### config.mk
export PLATFORM = sky130hd
export DESIGN_NAME = uart_tx_buffered
export DESIGN_NICKNAME = d
export VERILOG_FILES = /design/src/rtl/uart_tx_buffered_pkg.sv /design/src/rtl/uart_tx_buffered_baud_tick_gen.sv /design/src/rtl/uart_tx_buffered.sv
export SDC_FILE = /design/constraint.sdc
export NUM_CORES = 1
export LEC_CHECK = 0
export ABC_AREA = 1
export CAP_MARGIN = 20
export CORE_AREA = 5 5 149 151
export CTS_BUF_LIST = sky130_fd_sc_hd__clkbuf_8
export CTS_CLUSTER_DIAMETER = 50
export DETAILED_ROUTE_END_ITERATION = 10
export DIE_AREA = 0 0 154 156
export MAX_ROUTING_LAYER = met4
export PLACE_DENSITY_LB_ADDON = 0.15
export SYNTH_ARGS = -nofsm -noshare
export SYNTH_HDL_FRONTEND = slang
export SYNTH_HIERARCHICAL = 1
export SYNTH_SLANG_ARGS = --single-unit
### constraint.sdc
create_clock -name clk -period 3.25 [get_ports clk]
set_input_delay 0.325 -clock clk [delete_from_list [all_inputs] [get_ports clk]]
set_output_delay 0.325 -clock clk [all_outputs]
set_load 0.05 [all_outputs]
### src/rtl/uart_tx_buffered_pkg.sv
// Shared definitions for the buffered UART transmitter: frame FSM encoding,
// frame geometry and the baud divisor calculation.
package uart_tx_buffered_pkg;

  typedef enum logic [1:0] {
    ST_IDLE  = 2'd0,
    ST_START = 2'd1,
    ST_DATA  = 2'd2,
    ST_STOP  = 2'd3
  } tx_state_e;

  localparam int TICKS_PER_BIT = 16;
  localparam int DATA_BITS     = 8;

  // Clocks per oversampling tick; clamped so a too-fast baud still ticks.
  function automatic int baud_div(input int clk_hz, input int baud);
    int div;
    div = clk_hz / (baud * TICKS_PER_BIT);
    return (div < 1) ? 1 : div;
  endfunction

endpackage

### src/rtl/uart_tx_buffered_baud_tick_gen.sv
// Free-running baud divider: one-cycle tick every CLK_HZ/(BAUD*16) clocks.
module baud_tick_gen #(
  parameter int CLK_HZ = 100_000_000,
  parameter int BAUD   = 9600
) (
  input  logic clk,
  input  logic rst,
  output logic tick
);
  import uart_tx_buffered_pkg::*;

  localparam int DIV = baud_div(CLK_HZ, BAUD);
  localparam int CW  = (DIV > 1) ? $clog2(DIV) : 1;
  localparam logic [CW-1:0] LAST = CW'(DIV - 1);

  logic [CW-1:0] cnt_q, cnt_d;
  logic          tick_q, tick_d;

  // Count up to LAST, then wrap and raise the tick for one cycle.
  always_comb begin
    cnt_d  = cnt_q;
    tick_d = 1'b0;
    if (cnt_q == LAST) begin
      cnt_d  = '0;
      tick_d = 1'b1;
    end else begin
      cnt_d  = cnt_q + CW'(1);
      tick_d = 1'b0;
    end
  end

  // Divider state with synchronous reset.
  always_ff @(posedge clk) begin
    if (rst) begin
      cnt_q  <= '0;
      tick_q <= 1'b0;
    end else begin
      cnt_q  <= cnt_d;
      tick_q <= tick_d;
    end
  end

  assign tick = tick_q;

endmodule

### src/rtl/uart_tx_buffered.sv
// 8N1 UART transmitter with a byte FIFO in front of it. Frames are sent
// back-to-back while the FIFO has data; pushes into a full FIFO are dropped
// and latched into a sticky overflow flag.
module uart_tx_buffered #(
  parameter int CLK_HZ = 100_000_000,
  parameter int BAUD   = 9600,
  parameter int DEPTH  = 16
) (
  input  logic       clk,
  input  logic       rst,
  input  logic       tx_push,
  input  logic [7:0] tx_push_data,
  output logic       tx_full,
  output logic       tx_empty,
  output logic       tx_busy,
  output logic       tx_done,
  output logic       tx_overflow,
  output logic       tx
);
  import uart_tx_buffered_pkg::*;

  if (DEPTH < 4 || (DEPTH & (DEPTH - 1)) != 0) begin : g_bad_depth
    $error("uart_tx_buffered: DEPTH must be a power of two and at least 4");
  end

  localparam int AW = $clog2(DEPTH);
  localparam int CW = AW + 1;
  localparam int TW = $clog2(TICKS_PER_BIT);
  localparam int BW = $clog2(DATA_BITS);
  localparam logic [CW-1:0] DEPTH_C   = CW'(DEPTH);
  localparam logic [CW-1:0] FULL_C    = CW'(DEPTH - 1);
  localparam logic [TW-1:0] TICK_LAST = TW'(TICKS_PER_BIT - 1);
  localparam logic [BW-1:0] BIT_LAST  = BW'(DATA_BITS - 1);

  logic          tick_s;
  logic [7:0]    mem_q [DEPTH];
  logic [AW-1:0] wr_ptr_q, wr_ptr_d, rd_ptr_q, rd_ptr_d;
  logic [CW-1:0] count_q, count_d;
  logic          full_q, full_d, empty_q, empty_d, ovf_q, ovf_d;
  logic          push_ok_s, pop_s, nonempty_s;
  logic [7:0]    head_s;

  tx_state_e     state_q, state_d;
  logic [TW-1:0] tick_cnt_q, tick_cnt_d;
  logic [BW-1:0] bit_cnt_q, bit_cnt_d;
  logic [7:0]    shift_q, shift_d;
  logic          tx_q, tx_d, done_q, done_d, busy_q, busy_d;

  baud_tick_gen #(
    .CLK_HZ (CLK_HZ),
    .BAUD   (BAUD)
  ) u_baud (
    .clk  (clk),
    .rst  (rst),
    .tick (tick_s)
  );

  assign nonempty_s = (count_q != '0);
  assign head_s     = mem_q[rd_ptr_q];

  // FIFO bookkeeping: a pop in the same cycle frees the slot a full push needs.
  always_comb begin
    push_ok_s = tx_push && ((count_q < DEPTH_C) || pop_s);
    wr_ptr_d  = wr_ptr_q;
    rd_ptr_d  = rd_ptr_q;
    count_d   = count_q;
    ovf_d     = ovf_q;
    if (push_ok_s) begin
      wr_ptr_d = wr_ptr_q + AW'(1);
    end else begin
      wr_ptr_d = wr_ptr_q;
    end
    if (pop_s) begin
      rd_ptr_d = rd_ptr_q + AW'(1);
    end else begin
      rd_ptr_d = rd_ptr_q;
    end
    case ({push_ok_s, pop_s})
      2'b10:   count_d = count_q + CW'(1);
      2'b01:   count_d = count_q - CW'(1);
      default: count_d = count_q;
    endcase
    if (tx_push && !push_ok_s) begin
      ovf_d = 1'b1;
    end else begin
      ovf_d = ovf_q;
    end
    // Full asserts one slot early so a one-cycle-late upstream never drops.
    full_d  = (count_d >= FULL_C);
    empty_d = (count_d == '0);
  end

  // FIFO storage write port; contents need no reset since pointers gate reads.
  always_ff @(posedge clk) begin
    if (push_ok_s) begin
      mem_q[wr_ptr_q] <= tx_push_data;
    end
  end

  // Frame sequencer: start, 8 data bits LSB first, stop; 16 ticks per bit.
  always_comb begin
    state_d    = state_q;
    tick_cnt_d = tick_cnt_q;
    bit_cnt_d  = bit_cnt_q;
    shift_d    = shift_q;
    tx_d       = tx_q;
    done_d     = 1'b0;
    pop_s      = 1'b0;
    case (state_q)
      ST_IDLE: begin
        tx_d = 1'b1;
        if (tick_s && nonempty_s) begin
          pop_s      = 1'b1;
          shift_d    = head_s;
          tx_d       = 1'b0;
          tick_cnt_d = '0;
          state_d    = ST_START;
        end else begin
          state_d = ST_IDLE;
        end
      end
      ST_START: begin
        if (tick_s && tick_cnt_q == TICK_LAST) begin
          tick_cnt_d = '0;
          bit_cnt_d  = '0;
          tx_d       = shift_q[0];
          state_d    = ST_DATA;
        end else if (tick_s) begin
          tick_cnt_d = tick_cnt_q + TW'(1);
        end else begin
          tick_cnt_d = tick_cnt_q;
        end
      end
      ST_DATA: begin
        if (tick_s && tick_cnt_q == TICK_LAST) begin
          tick_cnt_d = '0;
          if (bit_cnt_q == BIT_LAST) begin
            tx_d    = 1'b1;
            state_d = ST_STOP;
          end else begin
            shift_d   = {1'b0, shift_q[7:1]};
            tx_d      = shift_q[1];
            bit_cnt_d = bit_cnt_q + BW'(1);
          end
        end else if (tick_s) begin
          tick_cnt_d = tick_cnt_q + TW'(1);
        end else begin
          tick_cnt_d = tick_cnt_q;
        end
      end
      ST_STOP: begin
        if (tick_s && tick_cnt_q == TICK_LAST) begin
          done_d     = 1'b1;
          tick_cnt_d = '0;
          // Chain straight into the next start bit when data is waiting.
          if (nonempty_s) begin
            pop_s   = 1'b1;
            shift_d = head_s;
            tx_d    = 1'b0;
            state_d = ST_START;
          end else begin
            tx_d    = 1'b1;
            state_d = ST_IDLE;
          end
        end else if (tick_s) begin
          tick_cnt_d = tick_cnt_q + TW'(1);
        end else begin
          tick_cnt_d = tick_cnt_q;
        end
      end
      default: begin
        tx_d    = 1'b1;
        state_d = ST_IDLE;
      end
    endcase
    busy_d = (state_d != ST_IDLE);
  end

  // All state and registered outputs; reset aborts the frame and drops the queue.
  always_ff @(posedge clk) begin
    if (rst) begin
      wr_ptr_q   <= '0;
      rd_ptr_q   <= '0;
      count_q    <= '0;
      full_q     <= 1'b0;
      empty_q    <= 1'b1;
      ovf_q      <= 1'b0;
      state_q    <= ST_IDLE;
      tick_cnt_q <= '0;
      bit_cnt_q  <= '0;
      shift_q    <= 8'h00;
      tx_q       <= 1'b1;
      done_q     <= 1'b0;
      busy_q     <= 1'b0;
    end else begin
      wr_ptr_q   <= wr_ptr_d;
      rd_ptr_q   <= rd_ptr_d;
      count_q    <= count_d;
      full_q     <= full_d;
      empty_q    <= empty_d;
      ovf_q      <= ovf_d;
      state_q    <= state_d;
      tick_cnt_q <= tick_cnt_d;
      bit_cnt_q  <= bit_cnt_d;
      shift_q    <= shift_d;
      tx_q       <= tx_d;
      done_q     <= done_d;
      busy_q     <= busy_d;
    end
  end

  assign tx_full     = full_q;
  assign tx_empty    = empty_q;
  assign tx_busy     = busy_q;
  assign tx_done     = done_q;
  assign tx_overflow = ovf_q;
  assign tx          = tx_q;

endmodule
# [Word level (Yosys, flattened, before mapping)]
# Memory sizes are Yosys's and may differ from the RTL's. A register that Yosys moved wholly into a read port is not among the register bits.
# Cells that the tools add are included.
[totals] reg_bits=47 latch_bits=0 mem_bits_rw=128 romBits=0 input_bits=11 output_inout_bits=6 memories=1
[mem_list] name="mem_q" depth=16 width=8 read_ports=1 rd_clocked_by_memory_dff=1 wr=1 line="uart_tx_buffered.sv:36" text="logic [7:0] mem_q [DEPTH];"
[classes] add_sub_neg=7 n_mul=0 div=0 magnitude_cmp=2 n_eq_ne=15 n_shift=0 n_mux=39 bitwise=1 n_reduce_logical=19
[op_table] operator="$mux W8" n=5
[op_table] operator="$pmux W8 S3" n=1
[op_table] operator="$mux W4" n=5
[op_table] operator="$mux W1" n=15
[op_table] operator="$add A4 B1 Y4 const B" n=3
[op_table] operator="$ne A2 B2 Y1 const B" n=6
[op_table] operator="$add A10 B1 Y10 const B" n=1
[op_table] operator="$eq A10 B10 Y1 const B" n=1
[op_table] operator="$pmux W5 S2" n=1
[op_table] operator="$mux W3" n=3
[op_table] operator="$mux W2" n=4
[op_table] operator="$pmux W2 S4" n=1
[op_table] operator="$pmux W4 S2" n=1
[op_table] operator="$eq A2 B2 Y1 const B" n=3
[op_table] operator="$pmux W3 S2" n=1
[op_table] operator="$reduce_and A6 Y1" n=1
[op_table] operator="$add A5 B1 Y5 const B" n=1
[op_table] operator="$ge A5 B4 Y1 const B" n=1
[op_table] operator="$logic_not A5 Y1" n=1
[op_table] operator="$lt A5 B5 Y1 const B" n=1
[op_table] operator="$reduce_bool A5 Y1" n=1
[op_table] operator="$sub A5 B1 Y5 const B" n=1
[op_table] operator="$eq A2 B1 Y1 const B" n=2
[op_table] operator="$eq A4 B4 Y1 const B" n=1
[op_table] operator="other kinds (17)" n=22

# [Longest topological paths before layout]
# Gate-level depths: netlist of run 1.
[logic_depth] depth_word=9 depth_mapped=23

# [Modules after synthesis]
# The synthesis of run 1 kept the hierarchy.
[modules_own_cells] module="uart_tx_buffered" n_inst=1 cells_per_inst=799 area_per_inst_um2=7617.3 seq_area_each_um2=4644.5
[modules_own_cells] module="baud_tick_gen" n_inst=1 cells_per_inst=66 area_per_inst_um2=525.5 seq_area_each_um2=220.2

# [Worst setup path after synthesis of run 1]
# Ideal clock, no wire load.
[synth_timing] kind="reg-to-reg" from="register tick_cnt_q[0]" to="register full_q (netlist: tx_full)" t_arrival_ps=2515 required_ps=3176 setup_slack_ps=661 stages_incl_launch_ff=22 period_less_slack_ps=2589 cell_sequence="dfxtp_1 ha_1 nand2_2 nor2_8 nand3_2 nand2_2 nand2_4 nand2_4 nand2_4 ha_1 nand2_1 inv_1 nor2_1 ha_1 inv_1 nand2_1 inv_1 nand3_1 nand3_1 and2_1 or2_0 o21ai_0"
[synth_via] elab_chain_cells=9
[synth_rtl] element="start: declaration" line="uart_tx_buffered.sv:44" text="logic [TW-1:0] tick_cnt_q, tick_cnt_d;"
[synth_rtl] element="start signal: assignment" line="uart_tx_buffered.sv:203" text="tick_cnt_q <= tick_cnt_d;"
[synth_rtl] element="$eq A4 B4 Y1 (*)" line="uart_tx_buffered.sv:152" text="if (tick_s && tick_cnt_q == TICK_LAST) begin"
[synth_rtl] element="$logic_and A1 B1 Y1 (*)" line="uart_tx_buffered.sv:152"
[synth_rtl] element="$mux W1 (*)" line="uart_tx_buffered.sv:152"
[synth_rtl] element="$pmux W1 S2 (*)" line="uart_tx_buffered.sv:109" text="case (state_q)"
[synth_rtl] element="$logic_or A1 B1 Y1" line="uart_tx_buffered.sv:63" text="push_ok_s = tx_push && ((count_q < DEPTH_C) || pop_s);"
[synth_rtl] element="$logic_and A1 B1 Y1" line="uart_tx_buffered.sv:63"
[synth_rtl] element="$eq A2 B1 Y1 / $eq A2 B2 Y1 (equally long branches)" line="uart_tx_buffered.sv:78" text="case ({push_ok_s, pop_s})"
[synth_rtl] element="$pmux W5 S2 (*)" line="uart_tx_buffered.sv:78"
[synth_rtl] element="$ge A5 B4 Y1 (*)" line="uart_tx_buffered.sv:89" text="full_d = (count_d >= FULL_C);"
[synth_rtl] element="end signal: assignment" line="uart_tx_buffered.sv:199" text="full_q <= full_d;"
[synth_rtl] element="end: declaration" line="uart_tx_buffered.sv:39" text="logic full_q, full_d, empty_q, empty_d, ovf_q, ovf_d;"
# Mark *: on every way between the ends. The rest lies on a longest branch, timed or not.
# A chain may end at the register's enable or synchronous reset.

# [Worst setup path in the final report of run 1]
# Ends and elaborated chain as after synthesis.

==> out/metrics.csv, run 1 <==
stage;metric;value;unit
status;status;complete, no violations;
global_route;met2 capacity usage during global routing;24.3;%
global_route;antenna violations before repair;0;
synthesis;FFs w/ async S/R, synth;0;%
timing;Setup TNS;0;ps
synthesis;cell area after synthesis;0.00814;mm²
detailed_routing;drt initial violations;356;
detailed_routing;WL per Instance;14.5;µm
detailed_routing;Residual DRC;0;
clock_network;Num CTS Buffers;17;
clock_network;Clock Pin Slew Worst Setup and Hold Paths;100;ps
finish;share of cells above drive strength 1;10.3;%
timing;final setup fails;0;
clock_network;clk sinks;179;
timing;Final Critical Period;2900;ps
floorplanning;Boundary Pins;17;
synthesis;top_reg_cell synth;edfxtp_1;
global_route;largest net degree at the start of global routing;71;
global_route;met3 GRT Util;3.11;%
floorplanning;die area;0.0240;mm²
worst_setup_path;CP Launch Type;flop;
synthesis;cell taking the most area after synthesis;edfxtp_1;
finish;most frequent cells in the layout;240 x nand2_1, 128 x edfxtp_1, 105 x inv_1;
timing;Worst Skew;20.9;ps
placed_design;PortBufs;16;
floorplanning;Die W;154;µm
placed_design;routability cong.;0.765;
detailed_routing;DR vias;5515;
floorplanning;Chip Height;156;µm
synthesis;simple-gate share of the synthesized area;25.1;%
global_route;GR Util All Layers;15.4;%
placed_design;DP HPWL;10900;µm
clock_network;count of hold-fix buffers inserted at cts;0;
timing;Tcrit/Tclk final;89.2;%
power;PD cells;458;mW/mm²
global_route;vias in the first global route;5259;
timing;Hold Vio Cnt, Final;0;
timing;Pins Over Slew Limit;0;
synthesis;number of flops mapped to enable cells by yosys;128;
finish;fin util;43.9;%
worst_setup_path;CP Capture Type;flop;
worst_setup_path;worst-path fanout max;8;
clock_network;CTS tree;done;
finish;final-layout fill cell count;2062;
clock_network;Post-CTS Setup Bufs;0;
clock_network;clk buf depth;2;
synthesis;largest family of logic cells by synthesized area;simple AND/OR/NAND/NOR gates;
finish;n_diodes;0;
power;Max VDD drop;0.000251;V
clock_network;worst-skew pair later-pin latency;470;ps
synthesis;synthesis-stage register bit count;179;
global_route;met1 Usage GRT;20.5;%
synthesis;Avg Inst Size Synth;9.41;µm²
worst_setup_path;critical path required time;3650;ps
finish;most common cell after layout, fill and taps aside;nand2_1;
clock_network;clock root cell;clkbuf_8;
timing;Least-Margin Pin Slew;1120;ps
clock_network;CTS H-tree depth;4;
floorplanning;Core ar.;0.0207;mm²
timing;RSZ-0062 raised after global routing;false;
synthesis;Yosys warning count;6;
finish;nets;921;
run;Max Cap Viol;0;
detailed_routing;DRT Wirelength;17100;µm
synthesis;top-area cell type share of the netlist area;47.2;%
finish;Area growth syn-to-layout;11.4;%
synthesis;Synth Area in Adders;2.77;%
synthesis;Area contributors post-synth;edfxtp_1 47%, dfxtp_1 13%, nand2_1 11%;
synthesis;Synth Area in XOR/XNOR;1.08;%
floorplanning;initial cell density of the core;39.4;%
synthesis;Post-Syn Nets;894;
worst_setup_path;Data arrival, critical path;3300;ps
synthesis;distinct cell type count after synthesis;43;
hold_path;hold crit path type;flop to flop;
synthesis;Synth Area in Compound Gates;4.39;%
synthesis;sequential fraction of the synthesis area;59.7;%
global_route;GR Overflow Total;0;
floorplanning;Rows;53;
clock_network;Resized cells post-CTS;0;
worst_setup_path;CP Class;flop to flop;
detailed_routing;Routed Antenna Nets;0;
synthesis;portion of netlist area occupied by mux cells;0;%
timing;FMAX;345;MHz
global_route;busiest grt layer;met2;
detailed_routing;vias per inst;4.67;
global_route;global-route wire length before repair;28100;µm
power;Leakage Power;3.72;nW
detailed_routing;drt pass-1 iters;4;
timing;Rel. slew slack;25.0;%
synthesis;Synth Instances;865;
-- power by group --
| group | total [mW] | switching, mW | internal [mW] | leakage [nW] |
|---|---|---|---|---|
| Combinational | 0.169 | 0.112 | 0.0565 | 1.95 |
| Clock | 1.50 | 0.887 | 0.614 | 0.203 |
| Sequential | 2.48 | 0.0150 | 2.47 | 1.57 |
-- layer usage --
| metal | routed length, µm | up-vias |
|---|---|---|
| li1 | - | 2861 |
| met1 | 8250 | 2575 |
| met2 | 8170 | 66 |
| met3 | 509 | 13 |
| met4 | 174 | 0 |
| met5 | 0 | - |
-- per-stage QoR --
| step | cell area (µm²) | total power, mW | hold slack [ps] | setup WS, ps | cells |
|---|---|---|---|---|---|
| 2_1_floorplan | 8140 | 2.63 | 397 | 661 | 865 |
| 3_3_place_gp | 8680 | 2.71 | 443 | 450 | 1148 |
| 3_5_place_dp | 8680 | 2.71 | 450 | 397 | 1148 |
| 4_1_cts | 9070 | 4.22 | 470 | 362 | 1180 |
| 5_1_grt | 9070 | 4.37 | 489 | 53.0 | 1180 |
| 6_report | 9070 | 4.15 | 468 | 351 | 1180 |
-- worst paths after layout --
| path | startpoint | to | slack [ps] | depth (start not counted) |
|---|---|---|---|---|
| hold / removal | shift_q[2]$_SDFFE_PP0P_ | shift_q[2]$_SDFFE_PP0P_ | 470 | 2 |
| hold reg to reg | shift_q[2]$_SDFFE_PP0P_ | shift_q[2]$_SDFFE_PP0P_ | 470 | 2 |
| setup / recovery | tick_cnt_q[0]$_SDFFE_PP0P_ | tx_full$_SDFF_PP0_ | 350 | 21 |
| setup reg to reg | tick_cnt_q[0]$_SDFFE_PP0P_ | tx_full$_SDFF_PP0_ | 350 | 21 |
-- flip-flops by register name, indices dropped and copies added, names as in the netlist, 2 cells and up, named ones only --
register,cells
mem_q,128
wr_ptr_q,4
tick_cnt_q,4
state_q,2
rd_ptr_q,4
u_baud/cnt_q,10
shift_q,8
count_q,5
bit_cnt_q,3
-- cell families after synthesis --
logic type	after synthesis
adders and majority gates	18
AOI/OAI and AO/OA	59
xor gates and xnor gates	10
buffers and inverters	141
and+or+nand+nor	458
DFF	179
-- synthesized netlist by cell type (2+ instances only) --
library cell    n
nor2_1         79
a21oi_1        22
buf_1           2
ha_1           18
inv_1         105
or2_0           2
edfxtp_1      128
nor2_2          4
nand3_2         4
buf_2          12
o21ai_1         3
nor3_1          4
a21oi_2         5
o211ai_1        6
xnor2_1         4
nand4_1         3
dfxtp_1        51
clkbuf_1       15
xor2_1          6
buf_4           2
nand3_1       102
nand2_2         3
o21ai_0        17
nand2_4         8
inv_2           2
nor2_4          2
nand2_1       240
-- final cells by class --
cell class                      instances  area, µm²  share of cell area (%)
Sequential cell                       179       4870                    53.6
Clock inverter                         13        134                    1.48
Clock buffer                           19        262                    2.88
Multi-Input combinational cell        545       2710                    29.9
Inverter                              109        417                    4.59
Timing Repair Buffer                   40        340                    3.75
Tap cell                              275        344                    3.79
-- worst max-delay path, stage by stage, from the launching register on --
cell and delay (ps):
dfxtp_1 380, ha_1 190, nand2_2 100, nor2_8 190
nand3_2 110, nand2_2 90, nand2_4 80, nand2_4 100
nand2_4 80, ha_1 290, nand2_1 80, inv_1 50
nor2_1 140, ha_1 160, inv_1 40, nand2_1 90
inv_1 50, nand3_1 60, nand3_1 90, and2_1 160
or2_0 180, o21ai_0 140
No activity file was read; power rests on OpenSTA's default activity.
==> run 2: changes to the inputs <==
SKIP_LAST_GASP = 1   (was default)
==> results of run 2 <==
The final DEF is identical to that of run 1; final timing and power are the same.
